### src/rtl/fft32_addr_ctrl_if.sv
// Connection bundle between the FFT address sequencer and the butterfly/memory side.
// The master modport belongs to the sequencer; the slave modport belongs to its consumer.
interface fft32_addr_ctrl_if;
  logic       start;
  logic       bf_ready;
  logic       rd_valid;
  logic [4:0] rd_addr_a;
  logic [4:0] rd_addr_b;
  logic [3:0] tw_addr;
  logic       wr_en;
  logic [4:0] wr_addr_a;
  logic [4:0] wr_addr_b;
  logic [2:0] stage;
  logic       busy;
  logic       done;

  modport master (
    input  start, bf_ready,
    output rd_valid, rd_addr_a, rd_addr_b, tw_addr,
    output wr_en, wr_addr_a, wr_addr_b, stage, busy, done
  );

  modport slave (
    output start, bf_ready,
    input  rd_valid, rd_addr_a, rd_addr_b, tw_addr,
    input  wr_en, wr_addr_a, wr_addr_b, stage, busy, done
  );
endinterface

### src/rtl/fft32_addr_ctrl.sv
// Address sequencer for a 32-point radix-2 DIT FFT: 5 stages x 16 butterflies.
// Read addresses are replayed as write-back addresses BFLY_LAT cycles later.
//
// state | meaning
// IDLE  | waiting for start, all outputs quiet
// ISSUE | issuing one butterfly per cycle while bf_ready is high
// DRAIN | all reads of the stage issued, waiting for the last write-back
// DONE  | one-cycle completion pulse, then back to IDLE
module fft32_addr_ctrl #(
  parameter int BFLY_LAT = 4
) (
  input logic                clk,
  input logic                rst,
  fft32_addr_ctrl_if.master  bus
);

  typedef enum logic [1:0] {IDLE, ISSUE, DRAIN, DONE} state_t;

  state_t state, state_nxt;

  logic [3:0]          bcnt;
  logic [2:0]          stage_q;
  logic [4:0]          inflight;
  logic [BFLY_LAT:0]   v_pipe;
  logic [4:0]          a_pipe [0:BFLY_LAT];
  logic [4:0]          b_pipe [0:BFLY_LAT];
  logic [3:0]          tw_q;
  logic                done_q;
  logic                busy_q;

  logic                issue;
  logic                drain_exit;
  logic [4:0]          h, p, g, a_calc, b_calc;
  logic [3:0]          tw_calc;
  logic                rd_valid_d, done_d, busy_d;
  logic [4:0]          a_d, b_d;
  logic [3:0]          tw_d;

  assign issue = (state == ISSUE) && bus.bf_ready;
  // v_pipe[BFLY_LAT-1] becomes wr_en on the next edge; with one read left in flight that is the last write.
  assign drain_exit = (state == DRAIN) && (inflight == 5'd1) && v_pipe[BFLY_LAT-1];

  always_ff @(posedge clk or negedge rst) begin
    if (!rst) state <= IDLE;
    else      state <= state_nxt;
  end

  always_comb begin
    state_nxt = state;
    case (state)
      IDLE:  if (bus.start) state_nxt = ISSUE;
      ISSUE: if (bus.bf_ready && bcnt == 4'd15) state_nxt = DRAIN;
      DRAIN: if (drain_exit) state_nxt = (stage_q == 3'd4) ? DONE : ISSUE;
      DONE:  state_nxt = IDLE;
      default: state_nxt = IDLE;
    endcase
  end

  always_comb begin
    h       = 5'd1 << stage_q;
    p       = {1'b0, bcnt} & (h - 5'd1);
    g       = {1'b0, bcnt} >> stage_q;
    a_calc  = (g << (stage_q + 3'd1)) | p;
    b_calc  = a_calc + h;
    tw_calc = p[3:0] << (3'd4 - stage_q);
  end

  always_comb begin
    rd_valid_d = issue;
    a_d        = a_pipe[0];
    b_d        = b_pipe[0];
    tw_d       = tw_q;
    if (issue) begin
      a_d  = a_calc;
      b_d  = b_calc;
      tw_d = tw_calc;
    end
    done_d = (state == DONE);
    // Keep busy through the done cycle so it falls together with done.
    busy_d = (state_nxt != IDLE) || done_d;
  end

  always_ff @(posedge clk or negedge rst) begin
    if (!rst) begin
      v_pipe <= '0;
      tw_q   <= '0;
      done_q <= 1'b0;
      busy_q <= 1'b0;
      for (int k = 0; k <= BFLY_LAT; k++) begin
        a_pipe[k] <= '0;
        b_pipe[k] <= '0;
      end
    end else begin
      v_pipe <= {v_pipe[BFLY_LAT-1:0], rd_valid_d};
      for (int k = BFLY_LAT; k >= 1; k--) begin
        a_pipe[k] <= a_pipe[k-1];
        b_pipe[k] <= b_pipe[k-1];
      end
      a_pipe[0] <= a_d;
      b_pipe[0] <= b_d;
      tw_q      <= tw_d;
      done_q    <= done_d;
      busy_q    <= busy_d;
    end
  end

  always_ff @(posedge clk or negedge rst) begin
    if (!rst) begin
      bcnt     <= '0;
      stage_q  <= '0;
      inflight <= '0;
    end else begin
      inflight <= inflight + {4'b0, issue} - {4'b0, v_pipe[BFLY_LAT-1]};
      case (state)
        IDLE: if (bus.start) begin
          bcnt    <= '0;
          stage_q <= '0;
        end
        ISSUE: if (bus.bf_ready) bcnt <= bcnt + 4'd1;
        DRAIN: if (drain_exit && stage_q != 3'd4) begin
          stage_q <= stage_q + 3'd1;
          bcnt    <= '0;
        end
        DONE: stage_q <= '0;
        default: ;
      endcase
    end
  end

  assign bus.rd_valid  = v_pipe[0];
  assign bus.rd_addr_a = a_pipe[0];
  assign bus.rd_addr_b = b_pipe[0];
  assign bus.tw_addr   = tw_q;
  assign bus.wr_en     = v_pipe[BFLY_LAT];
  assign bus.wr_addr_a = a_pipe[BFLY_LAT];
  assign bus.wr_addr_b = b_pipe[BFLY_LAT];
  assign bus.stage     = stage_q;
  assign bus.busy      = busy_q;
  assign bus.done      = done_q;

endmodule

### src/flat_wrapper.sv
// flat-port wrapper written by rule: the top's interface ports become plain ports
module fft32_addr_ctrl_flat 
#(
  parameter int BFLY_LAT = 4
)
  (clk, rst, bus_start, bus_bf_ready, bus_rd_valid, bus_rd_addr_a, bus_rd_addr_b, bus_tw_addr, bus_wr_en, bus_wr_addr_a, bus_wr_addr_b, bus_stage, bus_busy, bus_done);
  fft32_addr_ctrl_if bus_i ();
  input logic clk;
  input logic rst;
  input wire logic [$bits(bus_i.start)-1:0] bus_start;
  input wire logic [$bits(bus_i.bf_ready)-1:0] bus_bf_ready;
  output wire logic [$bits(bus_i.rd_valid)-1:0] bus_rd_valid;
  output wire logic [$bits(bus_i.rd_addr_a)-1:0] bus_rd_addr_a;
  output wire logic [$bits(bus_i.rd_addr_b)-1:0] bus_rd_addr_b;
  output wire logic [$bits(bus_i.tw_addr)-1:0] bus_tw_addr;
  output wire logic [$bits(bus_i.wr_en)-1:0] bus_wr_en;
  output wire logic [$bits(bus_i.wr_addr_a)-1:0] bus_wr_addr_a;
  output wire logic [$bits(bus_i.wr_addr_b)-1:0] bus_wr_addr_b;
  output wire logic [$bits(bus_i.stage)-1:0] bus_stage;
  output wire logic [$bits(bus_i.busy)-1:0] bus_busy;
  output wire logic [$bits(bus_i.done)-1:0] bus_done;
  assign bus_i.start = bus_start;
  assign bus_i.bf_ready = bus_bf_ready;
  assign bus_rd_valid = bus_i.rd_valid;
  assign bus_rd_addr_a = bus_i.rd_addr_a;
  assign bus_rd_addr_b = bus_i.rd_addr_b;
  assign bus_tw_addr = bus_i.tw_addr;
  assign bus_wr_en = bus_i.wr_en;
  assign bus_wr_addr_a = bus_i.wr_addr_a;
  assign bus_wr_addr_b = bus_i.wr_addr_b;
  assign bus_stage = bus_i.stage;
  assign bus_busy = bus_i.busy;
  assign bus_done = bus_i.done;
  fft32_addr_ctrl #(.BFLY_LAT(BFLY_LAT)) u_core (.clk(clk), .rst(rst), .bus(bus_i));
endmodule
### config.mk
export PLATFORM = sky130hd
export DESIGN_NAME = fft32_addr_ctrl_flat
export DESIGN_NICKNAME = d
export VERILOG_FILES = /design/src/rtl/fft32_addr_ctrl_if.sv /design/src/rtl/fft32_addr_ctrl.sv /design/src/flat_wrapper.sv
export SDC_FILE = /design/constraint.sdc
export NUM_CORES = 1
export LEC_CHECK = 0
export CAP_MARGIN = 10
export CORE_AREA = 5 5 72 107
export CTS_BUF_LIST = sky130_fd_sc_hd__clkbuf_4
export DETAILED_ROUTE_END_ITERATION = 16
export DIE_AREA = 0 0 77 112
export PLACE_DENSITY = 0.68
export SYNTH_ARGS = -nofsm -noshare
export SYNTH_HDL_FRONTEND = slang
export SYNTH_SLANG_ARGS = --single-unit
### constraint.sdc
create_clock -name clk -period 4.1 [get_ports clk]
set_clock_uncertainty 0.1 [all_clocks]
set_input_delay 0.82 -clock clk [delete_from_list [all_inputs] [get_ports clk]]
set_output_delay 0.82 -clock clk [all_outputs]
set_load 0.1 [all_outputs]
==> results.md, run 1 <==
- FF+latch area: between 0.0015 and 0.002 mm²
- Period minus WS final: 3.23 ns
- RSZ-0062 raised after global routing: false
- Outcome: finished clean
- Antenna Cells: 0
- CTS Buf Count: 9
- Largest net degree at the start of global routing: 76
- Final setup fails: 0
- Full die area: 0.00862 mm²
- GPL Wtd Cong: 0.860
- Vias: 1869
- Post-Syn Instances: approximately 260
- Area Overhead vs Synth: 11.5%
- Buf/Inv on CP: 1
- Endpoint of the worst hold path: u_core.bus.wr_addr_b[4]
- CP required: 4.28 ns
- Worst slew pin tran: 0.970 ns
- Tcrit/Tclk final: a little under 80%
- Global route overflow: 0
- Total negative setup slack: 0 ns
- Number of global-route vias before repair: about 2.0k
- Worst R2R Setup Slack: a little under 0.9 ns
- Area leader, netlist: dfrtp_1
- Initial antenna violation count: 0
- CP Capture Type: flip-flop
- WS Path Type: flip-flop to flip-flop
- Dpl ws: slightly below 0.7 ns
- Crit-path slowest cell: dfrtp_1
- Worst Hold Depth: 0
- First-pass DRT Iterations: 4
- Most used cell, CP: ha_1
- First-pass GRT wire length: 9.48 mm
- Boundary Pins: 35
- Final Hold Vio Count: 0
- Initial Util: 47.9%
- Yosys top cell area share: 58.3%
- CTS root buf: clkbuf_4
- Fraction of layout cells with a size suffix above 1: 10.5%
- Worst skew pair latency: 0.41 ns
- Routed len/inst: 14.5 µm
- WP data arrival: 3.41 ns
- # H-tree levels: 3
- Clk slew on worst S/H paths: 0.12 ns
- Die W: between 70 and 80 µm
- R2R depth: 12
- Synth Register Bits: 75
- Post-DR vias/cell: 5.12
- DRC viols: 0
- Yosys cell types: 49
- Initial drt markers: about 120
- Hold Path Class: flip-flop to flip-flop
- FILL cells: between 500 and 600
- Post-route antenna net violation count: 0
- Multi-input logic area: approximately 0.0011 mm²
- Post-DP HPWL: 3.73 mm
- Largest cells by area after synthesis: dfrtp_1 58%, ha_1 7.0%, buf_4 5.1%, nand2_1 2.3%, o21ai_0 2.0%
- Port-buffer cells: 34
- Yosys warnings: 0
- GRT Overall Usage: 13.7%
- Clock sinks: 75
- Post-CTS resize count: 0
- Syn_nets: 287
- Crit-path max FO: 9
- Seq/Total Area, Yosys: 58.3%
- Fin nets: 306
- Fmax: 309 MHz
- Syn Area/Cell: ~12 µm²
- Synthesized area: between 0.003 and 0.004 mm²
- Core area: ~0.0067 mm²
- Setup Buffers After CTS: 0
- Worst-path cell chain: inv_1, ha_1, ha_1, nand2b_1, nand2_1, ha_1, fa_1, a21o_1, a21oi_1, xor2_1, xnor2_1, o21ai_0
- FP Rows: 37
- RR Startpoint: u_core.bus.stage[1]
- Clk buf depth: 2
- CTS Hold Buffers Added: 0
- TritonCTS clock tree: built
- R2R Path End: u_core.bus.rd_addr_b[4]
- Delay-heaviest family, CP: adder cells
- Worst setup margin: 0.868 ns
- CP peak stage delay: 0.52 ns
- Hold path startpoint: u_core.b_pipe[9]
- Max Cap Viol: 0
- Final Max Tran Viols: 0
- Dpl cell area: 0.00346 mm²
- Post-Route WL: 5.29 mm
- Fin area: 0.00359 mm²
- Startpoint types: flip-flop
- Worst slew margin: around a third
- Die Height: approximately 110 µm
-- logic make-up after synthesis --
group / after synthesis / synth area share (%)
compound gates: 50 / 9.92
xor+xnor: 10 / 2.72
fa+ha+maj: 20 / 8.25
buf+inv: 42 / 7.82
flops: 75 / 58.3
mux: 8 / 2.76
simple gates: 58 / 10.2
-- worst max-delay path by stage --
stage,slack [ns],to,startpoint,cells past startpoint
CTS,0.85,u_core.bus.rd_addr_b[4],u_core.bus.stage[1],12
detailed placement,0.68,u_core.inflight[4],bus_bf_ready,12
floorplan,0.32,u_core.bus.rd_addr_b[4],u_core.bus.stage[0],14
finish,0.87,u_core.bus.rd_addr_b[4],u_core.bus.stage[1],12
global route,0.64,u_core.bus.rd_addr_b[4],u_core.bus.stage[0],12
global placement,0.76,u_core.inflight[4],bus_bf_ready,12
-- stage by stage --
step           hold slack, ns  util, %  cells
2_1_floorplan           0.231        -    263
3_3_place_gp            0.232     51.6    349
3_5_place_dp            0.235     51.6    349
4_1_cts                 0.261     53.4    365
5_1_grt                 0.261     53.4    365
6_report                0.252     53.4    365
-- routing by layer --
metal | track usage, % | wire (µm) | vias up
li1 | - | - | 917
met1 | 17.3 | 2270 | 909
met2 | 22.1 | 2750 | 41
met3 | 3.88 | 225 | 2
met4 | 5.50 | 38 | 0
met5 | 0 | 0 | -
-- cell usage after synthesis (all sizes together) --
master	n
a211o	1
a21o	4
a21oi	9
a22o	3
a2bb2oi	1
a31oi	4
a32oi	1
and2	1
and3	2
and3b	1
and4	1
buf	26
clkbuf	1
dfrtp	75
fa	2
ha	18
inv	15
mux2	4
mux2i	4
nand2	21
nand2b	3
nand3	4
nand4	1
nand4b	2
nor2	10
nor2b	6
nor3	3
nor3b	1
nor4	1
o211ai	2
o21a	3
o21ai	15
o21ba	1
o21bai	1
o22ai	2
o31ai	2
o41ai	1
or3	1
xnor2	7
xor2	3
-- layout make-up --
| type | instances | share of cell area (%) |
|---|---|---|
| Clock buffer | 9 | 1.88 |
| Inverter | 15 | 1.57 |
| Timing Repair Buffer | 35 | 9.56 |
| Sequential cell | 75 | 52.3 |
| Clock inverter | 7 | 1.60 |
| Multi-Input combinational cell | 146 | 30.3 |
| Tap cell | 78 | 2.72 |
-- sequential cells by signal, summed over array words and instances (netlist names) --
name	flops
u_core.bus.stage	3
u_core.bus.tw_addr	4
u_core.a_pipe	15
u_core.bcnt	4
u_core.state	2
u_core.b_pipe	15
u_core.bus.rd_addr_a	5
u_core.bus.rd_addr_b	5
u_core.bus.wr_addr_a	5
u_core.inflight	5
u_core.bus.busy	1
u_core.bus.done	1
u_core.bus.wr_addr_b	5
u_core.v_pipe	5
-- placed cells by master (no fill, tap or decap), types with 2 or more instances in the layout --
| cell type | netlist | routed |
|---|---|---|
| xnor2_1 | 7 | 7 |
| inv_6 | 0 | 3 |
| nor3_1 | 2 | 2 |
| buf_4 | 22 | 3 |
| fa_1 | 2 | 2 |
| o22ai_1 | 2 | 2 |
| xor2_1 | 3 | 3 |
| mux2i_1 | 4 | 4 |
| o211ai_1 | 2 | 2 |
| mux2_2 | 3 | 3 |
| clkdlybuf4s50_1 | 0 | 32 |
| a21oi_1 | 9 | 9 |
| ha_1 | 18 | 18 |
| a22o_1 | 3 | 3 |
| inv_1 | 14 | 14 |
| o21ai_0 | 13 | 13 |
| dfrtp_1 | 75 | 75 |
| o21a_1 | 3 | 3 |
| o31ai_1 | 2 | 2 |
| clkinvlp_4 | 0 | 3 |
| nor2b_1 | 5 | 5 |
| a21o_1 | 4 | 4 |
| nand3_1 | 4 | 4 |
| a31oi_1 | 4 | 4 |
| nand2_1 | 20 | 20 |
| nand2b_1 | 3 | 3 |
| and3_1 | 2 | 2 |
| nor2_1 | 10 | 10 |
| clkbuf_4 | 0 | 9 |
| o21ai_1 | 2 | 2 |
-- worst register-to-register path, cell delays in order, from the launching register on --
cell      delay [ns]
dfrtp_1         0.52
inv_1           0.19
ha_1            0.20
ha_1            0.29
nand2b_1        0.30
nand2_1         0.10
ha_1            0.22
fa_1            0.44
a21o_1          0.20
a21oi_1         0.17
xor2_1          0.18
xnor2_1         0.13
o21ai_0         0.08
Power of run 1 is not shown: default switching activity piles up to over one toggle a cycle in this logic, so the estimate is an artifact.
==> inputs of run 2 (changes only) <==
- clock period: 4.1 -> 3.3 ns (I/O delays scaled with it)
==> run 2 against run 1 <==
Net effect: register-to-register slack worse by 0.65 ns; design area shrank 0.84%; routed wire length increased by 5.9%; clock-buffer cell count did not move; critical path depth rose by 1; hold slack better by 0.0033 ns; die area stayed put; sequential share of layout area rose by 0.62 points; via count up 4.2%.
==> results.md, run 2 (synthesized netlist as in run 1, its figures left out) <==
- FILL cells: 581
- Worst-path cell chain: ha_1, ha_1, nand2_1, nor2_1, nand3_1, nand2_1, ha_1, fa_1, a21o_1, a21oi_1, xor2_1, xnor2_1, o21ai_0
- CP Capture Type: flip-flop
- GRT Overall Usage: 14.0%
- Boundary Pins: 35
- First-pass GRT wire length: 9.58 mm
- Startpoint types: flip-flop
- First-pass DRT Iterations: 4
- Initial Util: 47.9%
- Period minus WS final: 3.08 ns
- Worst slew pin tran: 0.910 ns
- Worst slew margin: about two fifths
- Hold Path Class: primary input to async pin
- DRC viols: 0
- CTS root buf: clkbuf_4
- Fraction of layout cells with a size suffix above 1: 24.1%
- Number of global-route vias before repair: 2024
- Final Hold Vio Count: 0
- Global route overflow: 0
- Port-buffer cells: 34
- Die Height: 112 µm
- RSZ-0062 raised after global routing: false
- CP required: 3.48 ns
- Delay-heaviest family, CP: adder cells
- Core area: between 0.006 and 0.007 mm²
- Routed len/inst: 15.2 µm
- Die W: 77 µm
- Outcome: finished clean
- Fin nets: 310
- Total negative setup slack: 0 ns
- Clk slew on worst S/H paths: 0.13 ns
- Final setup fails: 0
- WS Path Type: flip-flop to flip-flop
- Post-route antenna net violation count: 0
- Setup Buffers After CTS: 0
- Full die area: 0.00862 mm²
- # H-tree levels: 3
- CTS Buf Count: 9
- Crit-path max FO: 6
- R2R depth: 13
- Clock sinks: 75
- GPL Wtd Cong: roughly 0.94
- Most common cell after layout, fill and taps aside: dfrtp_1
- Vias: 1947
- Fmax: 324 MHz
- Tcrit/Tclk final: 93.4%
- WP data arrival: 3.26 ns
- Max Cap Viol: 0
- Critical Path Stages: 13
- Most frequent cells in the layout: 72 x dfrtp_1, 37 x buf_4, 20 x nand2_1
- Crit-path slowest cell: dfrtp_4
- FP Rows: 37
- Largest net degree at the start of global routing: 76
- Largest registers: u_core.a_pipe (15), u_core.b_pipe (15)
- Post-Route WL: 5.60 mm
- Worst skew pair latency: 0.40 ns
- Antenna Cells: 0
- Clk buf depth: 2
- Initial antenna violation count: 0
- Most used cell, CP: ha_1
- Initial drt markers: 95
- Area Overhead vs Synth: 10.6%
- CTS Hold Buffers Added: 0
- Post-CTS resize count: 0
- Post-DR vias/cell: about 5.3
- TritonCTS clock tree: built
- Post-DP HPWL: 4.03 mm
- Final Max Tran Viols: 0
- Buf/Inv on CP: 0
- CP peak stage delay: 0.51 ns
[run 2: changes by cell type in the layout (fill, tap and decap cells not counted), sizes merged]
cell / previous run / this run
buf: 3 / 37
clkdlybuf4s50: 32 / 2
clkinv: 1 / 2
clkinvlp: 3 / 2
[run 2: worst paths after layout]
kind / from / end / slack, ns
worst max-delay path: u_core.bus.stage[0] / u_core.bus.rd_addr_b[4] / 0.22
max in group asynchronous: rst / u_core.bus.stage[0] / 2.16
worst min register to register: u_core.b_pipe[17] / u_core.b_pipe[12] / 0.26
worst min-delay path: rst / u_core.bcnt[2] / 0.26
min in group clk: u_core.b_pipe[17] / u_core.b_pipe[12] / 0.26
worst max register to register: u_core.bus.stage[0] / u_core.bus.rd_addr_b[4] / 0.22
[run 2: layout make-up]
| class | instances | area (µm²) | share of cell area [%] |
|---|---|---|---|
| clock buffer | 9 | 67.6 | 1.90 |
| timing repair buffer | 39 | 298 | 8.37 |
| multi-input combinational | 146 | 1100 | 30.8 |
| inverter | 15 | 56.3 | 1.58 |
| clock inverter | 7 | 58.8 | 1.65 |
| sequential | 75 | 1880 | 52.9 |
| tap | 78 | 97.6 | 2.74 |
[run 2: routing by layer]
layer / track usage (%) / routed length (µm)
met5: 0 / 0
met4: 9.06 / 240
met3: 3.48 / 225
met2: 22.7 / 2940
met1: 16.1 / 2200
[run 2: through the flow]
stage / util, % / instances / instance area (µm²) / hold WS, ns / setup WS, ns
after floorplan: - / 263 / 3230 / 0.231 / 0.0109
after global placement: 51.0 / 353 / 3430 / 0.232 / 0.337
after detailed placement: 51.0 / 353 / 3430 / 0.235 / 0.221
after CTS: 52.9 / 369 / 3550 / 0.253 / 0.199
after global routing: 53.0 / 369 / 3560 / 0.268 / 0.00911
final: 53.0 / 369 / 3560 / 0.255 / 0.218
[run 2: worst register-to-register path: stages (launching register included)]
cell	delay, ns
dfrtp_4	0.51
ha_1	0.22
ha_1	0.35
nand2_1	0.13
nor2_1	0.05
nand3_1	0.11
nand2_1	0.07
ha_1	0.21
fa_1	0.44
a21o_1	0.20
a21oi_1	0.17
xor2_1	0.19
xnor2_1	0.13
o21ai_0	0.08
Power of run 2 is left out for the same reason.
==> inputs of run 3 (changes only) <==
- ABC_AREA: unset -> 1
- CORE_AREA: 5 5 72 107 -> 5 5 73 108
- DIE_AREA: 0 0 77 112 -> 0 0 78 113
==> run 3 against run 2 <==
Net effect: utilization about the same; critical path depth up 2; non-clock buffer count down 4; highest routed layer unchanged.
==> results.md, run 3 <==
- Yosys cell types: 32
- First-pass GRT wire length: 10.1 mm
- Yosys warnings: 0
- Largest registers: u_core.a_pipe (15), u_core.b_pipe (15)
- Delay-heaviest family, CP: adder cells
- Syn Area/Cell: 10.6 µm²
- Most used cell, CP: nand2_1
- TritonCTS clock tree: built
- Boundary Pins: 35
- Worst-path cell chain: inv_2, ha_1, inv_1, nand3_2, o21ai_2, ha_1, fa_1, nand3_1, nand2_1, nand2_1, nand2_1, inv_1, nand4_1, nand3_1, nand2_1
- Most frequent cells in the layout: 74 x nand2_1, 74 x dfrtp_1, 33 x buf_4
- Synth Area in Adders: 8.08%
- Main combinational cell family by area after synthesis: simple AND/OR/NAND/NOR gates
- Die W: 78 µm
- Period minus WS final: approximately 3 ns
- Post-DR vias/cell: roughly 5
- Crit-path slowest cell: dfrtp_4
- Worst slew margin: 40.3%
- Crit-path max FO: 18
- Initial antenna violation count: 1
- Total power density per cell area: 988 mW/mm²
- Fmax: 340 MHz
- Buf/Inv on CP: 3
- Outcome: finished clean
- Worst skew pair latency: 0.42 ns
- Startpoint types: flip-flop
- Vias: 2088
- Die Height: 113 µm
- Fin nets: 357
- Max Cap Viol: 0
- # H-tree levels: 3
- Seq/Total Area, Yosys: 57.2%
- Area Overhead vs Synth: 9.87%
- Leak: 1.86 nW
- Hold Path Class: flip-flop to flip-flop
- Post-DP HPWL: roughly 4.3 mm
- GPL Wtd Cong: 0.871
- Largest net degree at the start of global routing: 76
- Number of global-route vias before repair: 2135
- Final Hold Vio Count: 0
- RSZ-0062 raised after global routing: false
- Full die area: 0.00881 mm²
- VDD IR max: 376 µV
- Final setup fails: 0
- Mux cell area share after synthesis: 0%
- FILL cells: 615
- CP required: 3.52 ns
- Post-synthesis compound-gate area fraction: 5.64%
- Clock sinks: 75
- Synthesized area: ~0.0033 mm²
- DRC viols: 0
- CP Capture Type: flip-flop
- Async S/R FF share, synth: 100%
- FP Rows: 37
- Initial Util: 48.2%
- Worst Hold Depth: 0
- CTS Buf Count: 9
- WS Path Type: flip-flop to flip-flop
- R2R depth: 15
- Yosys top cell area share: between 50% and 60%
- Worst R2R Setup Slack: 0.36 ns
- Post-route antenna net violation count: 0
- Synth Register Bits: 75
- CTS root buf: clkbuf_4
- First-pass DRT Iterations: 5
- RR Startpoint: u_core.bus.stage[0]
- Largest cells by area after synthesis: dfrtp_1 57%, nand2_1 8.5%, ha_1 6.9%, buf_4 4.8%, inv_1 3.3%
- Post-Synth Simple-Gate Area: 18.5%
- WP data arrival: 3.16 ns
- Core area: 0.00681 mm²
- Clk slew on worst S/H paths: 0.12 ns
- Post-Syn Instances: 310
- XOR/XNOR Fraction of Synth Area: under 10%
- Syn_nets: 334
- Hold Worst Slack: 0.252 ns
- Post-synth EDFFs: 0
- Clk buf depth: 2
- R2R Path End: u_core.bus.rd_addr_b[4]
- Fraction of layout cells with a size suffix above 1: a little under a quarter
- Tcrit/Tclk final: 89.2%
- Count leader, synth: dfrtp_1
- Global route overflow: 0
- Area leader, netlist: dfrtp_1
- Dominant synthesized flop cell: dfrtp_1
- Commonest cells post-synth: 75 x dfrtp_1, 74 x nand2_1, 29 x inv_1
- GRT Overall Usage: 14.9%
- Total negative setup slack: 0 ns
- Initial drt markers: 70
- Final Max Tran Viols: 0
- Post-Route WL: 5.72 mm
- Endpoint of the worst hold path: u_core.b_pipe[12]
- Worst slew pin tran: between 0.8 and 0.9 ns
- Hold path startpoint: u_core.b_pipe[17]
- CTS Hold Buffers Added: 0
- Port-buffer cells: 34
- Routed len/inst: 13.7 µm
- CP peak stage delay: roughly 0.57 ns
## run 3: cell count changes after synthesis, moves of 5 or more
cell / delta
inv_1: +15
o21ai_1: +9
nor2b_1: -5
nand3_1: +10
o21ai_0: -8
nand2_1: +54
nand3_2: +5
nand2_2: +8
## run 3: through the flow
stage          std cells  power, mW  utilization (%)  setup slack, ns  instance area [µm²]
5_1_grt              417       3.81             53.0           0.0553                 3610
3_3_place_gp         400       3.09             51.2            0.402                 3480
4_1_cts              416       3.61             52.9            0.294                 3600
2_1_floorplan        310       2.88                -           0.0989                 3280
3_5_place_dp         400       3.12             51.2            0.319                 3480
6_report             417       3.56             53.0            0.356                 3610
## run 3: power by group
group / switching [mW] / internal (mW) / total, mW
combinational: 1.25 / 0.406 / 1.65
clock: 0.327 / 0.160 / 0.487
sequential: 0.184 / 1.24 / 1.42
## run 3: metal layers
layer / track usage [%] / routed length, µm
met5: 0 / 0
met4: 10.8 / 296
met3: 3.50 / 206
met2: 23.7 / 2920
met1: 17.2 / 2300
## run 3: logic make-up (layout without fill, tap and decap cells)
family,count (synthesis),count (layout)
AO/OA/AOI/OAI,30,30
XOR/XNOR,6,6
adder cells (fa/ha/maj),20,20
buffers and inverters,57,85
flip-flops,75,75
other,0,1
AND/OR/NAND/NOR,122,122
## run 3: worst max-delay path by stage
stage                   startpoint  slack, ns  cells after the start                 endpoint
2_1_floorplan  u_core.bus.stage[1]        0.1                     15  u_core.bus.rd_addr_b[4]
3_3_place_gp   u_core.bus.stage[0]       0.40                     15  u_core.bus.rd_addr_b[4]
3_5_place_dp   u_core.bus.stage[0]       0.32                     15  u_core.bus.rd_addr_b[4]
4_1_cts        u_core.bus.stage[0]       0.29                     15  u_core.bus.rd_addr_b[4]
5_1_grt        u_core.bus.stage[0]       0.06                     15  u_core.bus.rd_addr_b[4]
6_report       u_core.bus.stage[0]       0.36                     15  u_core.bus.rd_addr_b[4]
## run 3: cell type report
type,count,area [µm²],share of cell area (%)
flip-flops and latches,75,1880,52.1
multi-input cells,178,1110,30.8
repair buffers,35,268,7.42
inverters,34,128,3.54
well taps,78,97.6,2.71
clock buffers,9,67.6,1.87
clock inverters,7,52.6,1.46
diodes,1,2.50,0.0694
## run 3: repair_timing
action / CTS / global route
setup endpoints to repair: 0 / 1
resized for setup: 0 / 1
setup buffers: 0 / 0
## run 3: worst reg2reg max path: cells and delay by family (launching register included)
kind            cells  cell delay [ns]
compound gates      1             0.07
buf+inv             3             0.36
fa+ha+maj           3             1.10
flops               1             0.57
simple gates        8             0.65
Power figures use the tool's default switching activity.
